$ cat src/rtl/reg_file_param.sv
// reg_file_param: parametrised CPU register file for the synth core.
//   - reg 0 reads as zero, three combinational read ports, one CPU write port
//   - masked peripheral (I2C) write port with ready/valid and a one-entry
//     collision buffer that replays the masked merge after a CPU write wins
//   - PWM-mapped registers are exported only through shadow copies loaded on
//     pwm_sync, so duty values change only at a period boundary
// Optional feature: define RF_BYPASS_EN to forward same-cycle CPU write data
// to matching read ports (CPU port only).
module reg_file_param #(
   parameter int DATA_W   = 16,
   parameter int ADDR_W   = 4,
   parameter int PWM_BASE = 8,
   parameter int PWM_CH   = 8,
   parameter int I2C_CTRL = 6,
   parameter int I2C_DATA = 7
) (
   input  logic                     clk,
   input  logic                     rst,
   input  logic                     write_en,
   input  logic [ADDR_W-1:0]        wr_addr,
   input  logic [DATA_W-1:0]        wr_data,
   input  logic [ADDR_W-1:0]        rd_addr_a,
   input  logic [ADDR_W-1:0]        rd_addr_b,
   input  logic [ADDR_W-1:0]        rd_addr_c,
   output logic [DATA_W-1:0]        rd_data_a,
   output logic [DATA_W-1:0]        rd_data_b,
   output logic [DATA_W-1:0]        rd_data_c,
   input  logic                     p_wr_valid,
   output logic                     p_wr_ready,
   input  logic [ADDR_W-1:0]        p_wr_addr,
   input  logic [DATA_W-1:0]        p_wr_data,
   input  logic [DATA_W-1:0]        p_wr_mask,
   input  logic                     pwm_sync,
   output logic [PWM_CH*DATA_W-1:0] pwm_regs,
   output logic [PWM_CH-1:0]        pwm_update,
   output logic [DATA_W-1:0]        i2c_ctrl,
   output logic [DATA_W-1:0]        i2c_data
);

   localparam int NUM_REGS = 2**ADDR_W;

   logic [DATA_W-1:0] regs [NUM_REGS];

   // one-entry buffer holding a peripheral write that lost to the CPU
   logic              pend_valid_reg;
   logic [ADDR_W-1:0] pend_addr_reg;
   logic [DATA_W-1:0] pend_data_reg;
   logic [DATA_W-1:0] pend_mask_reg;

   logic p_accept;
   logic collision;

   // the port stalls only while a replay is outstanding
   assign p_wr_ready = ~pend_valid_reg;
   assign p_accept   = p_wr_valid & ~pend_valid_reg;
   assign collision  = p_accept & write_en & (wr_addr == p_wr_addr) & (p_wr_addr != '0);

   // register array update: CPU write wins, then live peripheral write or replay
   always_ff @(posedge clk or posedge rst) begin
      if (rst) begin
         for (int i = 0; i < NUM_REGS; i++) begin
            regs[i] <= '0;
         end
      end else begin
         for (int i = 1; i < NUM_REGS; i++) begin
            if (write_en && wr_addr == ADDR_W'(i)) begin
               regs[i] <= wr_data;
            end else if (p_accept && p_wr_addr == ADDR_W'(i)) begin
               regs[i] <= (regs[i] & ~p_wr_mask) | (p_wr_data & p_wr_mask);
            end else if (pend_valid_reg && pend_addr_reg == ADDR_W'(i)) begin
               regs[i] <= (regs[i] & ~pend_mask_reg) | (pend_data_reg & pend_mask_reg);
            end
         end
      end
   end

   // capture on collision; clear once the replay merge lands without a CPU hit
   always_ff @(posedge clk or posedge rst) begin
      if (rst) begin
         pend_valid_reg <= 1'b0;
         pend_addr_reg  <= '0;
         pend_data_reg  <= '0;
         pend_mask_reg  <= '0;
      end else if (pend_valid_reg) begin
         if (!(write_en && wr_addr == pend_addr_reg)) begin
            pend_valid_reg <= 1'b0;
         end
      end else if (collision) begin
         pend_valid_reg <= 1'b1;
         pend_addr_reg  <= p_wr_addr;
         pend_data_reg  <= p_wr_data;
         pend_mask_reg  <= p_wr_mask;
      end
   end

   function automatic logic [DATA_W-1:0] read_port(
      input logic [ADDR_W-1:0] addr,
      input logic              we,
      input logic [ADDR_W-1:0] waddr,
      input logic [DATA_W-1:0] wdata
   );
      logic [DATA_W-1:0] value;
      value = (addr == '0) ? '0 : regs[addr];
`ifdef RF_BYPASS_EN
      if (we && addr == waddr && waddr != '0) begin
         value = wdata;
      end
`else
      if (we && addr == waddr && wdata == '0) begin
         value = regs[addr];
      end
`endif
      return value;
   endfunction

   assign rd_data_a = read_port(rd_addr_a, write_en, wr_addr, wr_data);
   assign rd_data_b = read_port(rd_addr_b, write_en, wr_addr, wr_data);
   assign rd_data_c = read_port(rd_addr_c, write_en, wr_addr, wr_data);

   assign i2c_ctrl = regs[I2C_CTRL];
   assign i2c_data = regs[I2C_DATA];

   for (genvar gi = 0; gi < PWM_CH; gi++) begin : g_pwm
      logic [DATA_W-1:0] shadow_reg;
      logic              update_reg;

      // load shadow from pre-edge register value on sync; flag a changed duty
      always_ff @(posedge clk or posedge rst) begin
         if (rst) begin
            shadow_reg <= '0;
            update_reg <= 1'b0;
         end else begin
            update_reg <= pwm_sync && (regs[PWM_BASE+gi] != shadow_reg);
            if (pwm_sync) begin
               shadow_reg <= regs[PWM_BASE+gi];
            end
         end
      end

      assign pwm_regs[gi*DATA_W +: DATA_W] = shadow_reg;
      assign pwm_update[gi]                = update_reg;
   end

endmodule

$ cat config.mk
export PLATFORM = sky130hd
export DESIGN_NAME = reg_file_param
export DESIGN_NICKNAME = d
export VERILOG_FILES = /design/src/rtl/reg_file_param.sv
export SDC_FILE = /design/constraint.sdc
export NUM_CORES = 2
export LEC_CHECK = 0
export CORE_MARGIN = 5
export CORE_UTILIZATION = 35
export DETAILED_ROUTE_END_ITERATION = 12
export PLACE_DENSITY = 0.53
export REMOVE_ABC_BUFFERS = 1
export SKIP_CTS_REPAIR_TIMING = 1
export SKIP_LAST_GASP = 1
export SLEW_MARGIN = 20
export SYNTH_ARGS = -nofsm -noshare
export SYNTH_HDL_FRONTEND = slang
export SYNTH_SLANG_ARGS = --single-unit
$ cat constraint.sdc
create_clock -name clk -period 26.6 [get_ports clk]
set_input_delay 7.98 -clock clk [delete_from_list [all_inputs] [get_ports clk]]
set_output_delay 7.98 -clock clk [all_outputs]
set_load 0.02 [all_outputs]
==> results.md <==
- Post-Syn Area: 0.0321 mm²
- Largest stage delay, worst path: 780 ps
- Non-filler cells, final: 4441
- Critical Path RT: 18620 ps
- Fin crit period: 19240 ps
- Share of the synthesized area in the top cell type: 0.322
- Ys async rst share: 1.00
- Final WL: 163000 µm
- CP Cell Sequence: buf_2 -> buf_4 -> nor2b_1 -> buf_4 -> a221oi_1 -> o31ai_1 -> clkdlybuf4s50_1
- Yosys cell types: 47
- FMAX: 52.0 MHz
- # fillers: 8952
- Final hold vios: 0
- DR pass1 iterations: 9
- Die height: 313 µm
- Vias in the first global route: 29600
- #FFs+latches synth: 413
- VDD IR-drop max: 0.0483 mV
- Worst Skew: 19.5 ps
- CTS sink count: 413
- Pins Over Slew Limit: 0
- Setup TNS: 0 ps
- DR DRC count: 0
- Initial core utilization: 0.351
- Top-count cell post-synth: dfrtp_1
- WL/cell: 36.7 µm
- Synthesis-to-finish area growth: 15.1%
- GPL Wtd Cong: 0.931
- Total power draw: 2.34 mW
- RSZ-0062 raised after global routing: no
- Yosys top cell by area: dfrtp_1
- Synth area leaders: dfrtp_1 32%, mux2_2 14%, mux4_2 10%
- Cells after Synth: 3268
- Critical Path Start Type: primary input
- Register area share after synthesis: 0.322
- Placed Cells: 4349
- Synth warnings: 16
- Post-DP HPWL: 109000 µm
- P_leak: 13.8 nW
- Die Wd: 313 µm
- Row count: 111
- Via density: 7.09
- Fin crit share: 0.723
- Ports: 290
- PD cells: 63.4 mW/mm²
- TritonCTS clock tree: yes
- Crit Path Class: primary input to output pin
- Die ar.: 0.0979 mm²
- Crit-path most repeated cell: buf_4
- Clk root buf: clkbuf_16
- Syn Area/Cell: 9.82 µm²
- Crit path DAT: 11260 ps
- Post-route setup slack: 7360 ps
- Gr usage total: 0.316
- Number of port buffers: 289
- Slew HR: 0.138
- DR vias: 31500
- Crit-path slowest cell: nor2b_1
- Maxcap violations: 0
- DRT antenna net count: 0
- Largest fanout on the critical path: 26
- Antenna violations before repair: 1
- Worst slew pin tran: 1290 ps
- Grt total ovfl: 0
- EDFF count, synth: 0
- Maximum clock path buffer count: 3
- Final nets: 3289
- Final core utilization: 0.404
- Post-place setup slack: 7560 ps
- Worst-Skew Late Latency: 630 ps
- Critical path endpoint category: output pin
- First-pass GRT wire length: 229000 µm
- Share of layout cells above drive strength 1: 0.237
- Synth Flop Type: dfrtp_1
- FF+latch area: 0.0103 mm²
- Largest net degree at the start of global routing: 155
- Initial DRC Count: 4945
- H-tree depth: 2
- Worst hold path class: flip-flop to flip-flop
- Area of the multi-input gates: 0.0201 mm²
- Clock slew at reported path FFs: 60 ps
- Setup Viol. Count Final: 0
- TritonCTS buffer count: 50
- Status: finished, final reports clean
- Core Region: 0.0914 mm²
- Synth top cells by count: 413 x dfrtp_1, 390 x mux2_2, 342 x clkbuf_1, 285 x a221oi_1, 274 x nand2_1
[critical path: cells and delay by family]
family | cells | cell delay (ps)
AOI/OAI and AO/OA | 2 | 840
buffers and inverters | 4 | 1600
and+or+nand+nor | 1 | 780
[layout by cell type (no fill, tap or decap), drive strengths merged, types with 2 or more instances in the layout]
| master | netlist | routed |
|---|---|---|
| nor4bb | 17 | 17 |
| nand2 | 274 | 274 |
| o21ai | 241 | 241 |
| a31oi | 240 | 240 |
| a21oi | 6 | 6 |
| mux4 | 144 | 144 |
| mux2i | 3 | 3 |
| o41a | 8 | 8 |
| clkbuf | 342 | 71 |
| nor2 | 44 | 44 |
| clkinv | 0 | 15 |
| nand3b | 4 | 4 |
| or2 | 15 | 15 |
| xnor2 | 130 | 130 |
| nand3 | 8 | 8 |
| mux2 | 497 | 497 |
| nor3 | 243 | 243 |
| nor2b | 50 | 50 |
| nand4bb | 2 | 2 |
| a221oi | 285 | 285 |
| clkdlybuf4s50 | 0 | 274 |
| nand2b | 10 | 10 |
| a221o | 3 | 3 |
| dfrtp | 413 | 413 |
| inv | 2 | 2 |
| and4 | 16 | 16 |
| and2 | 17 | 17 |
| and4b | 30 | 30 |
| xor2 | 5 | 5 |
| buf | 122 | 86 |
| o31ai | 45 | 45 |
| bufinv | 0 | 3 |
| or3b | 2 | 2 |
| nand4 | 44 | 44 |
[power breakdown]
| group | leakage [nW] | total, mW | internal (mW) | switching, mW |
|---|---|---|---|---|
| clock network | 0.807 | 0.715 | 0.403 | 0.312 |
| logic | 7.33 | 0.727 | 0.322 | 0.404 |
| registers | 5.63 | 0.900 | 0.719 | 0.182 |
| total | 13.8 | 2.34 | 1.44 | 0.898 |
[layer usage]
metal	global-route usage	routed length [µm]	vias up
met1	0.429	63100	15800
li1	-	-	12500
met2	0.473	70000	2646
met3	0.100	21900	475
met5	0.00346	0	-
met4	0.121	8020	0
[metrics by stage]
stage	area (µm²)	hold WS [ps]
6_report	37000	498
5_1_grt	37000	515
4_1_cts	36900	500
3_5_place_dp	35300	486
3_3_place_gp	35200	478
2_1_floorplan	30100	471
[logic make-up after synthesis]
kind of cell           count (synthesis)  share of synthesized area
AO/OA/AOI/OAI                        830                      0.178
XOR/XNOR                             135                     0.0368
buffers and inverters                466                     0.0613
flip-flops                           413                      0.322
multiplexers                         644                      0.276
AND/OR/NAND/NOR                      780                      0.126
[cell type report]
class                      instances  area share
clock inverter                    19     0.00528
tap                             1186      0.0402
multi-input combinational       2389       0.544
sequential                       413       0.280
antenna                            1   0.0000677
clock buffer                      71      0.0387
timing repair buffer             360      0.0919
inverter                           2    0.000406
[path summary, 6_finish.rpt]
| path | depth (start not counted) | endpoint | slack, ps | startpoint |
|---|---|---|---|---|
| min in group asynchronous | 2 | g_pwm[0].shadow_reg[10] | 7820 | rst |
| worst max register to register | 6 | flip-flop | 23330 | pend_valid_reg |
| max in group asynchronous | 4 | g_pwm[6].shadow_reg[11] | 16570 | rst |
| worst min-delay path | 1 | pend_data_reg[12] | 500 | pend_data_reg[12] |
| worst min register to register | 1 | pend_data_reg[12] | 500 | pend_data_reg[12] |
| worst max-delay path | 7 | rd_data_c[2] | 7360 | rd_addr_c[1] |
Note: power is estimated with default switching activity, not from simulation.
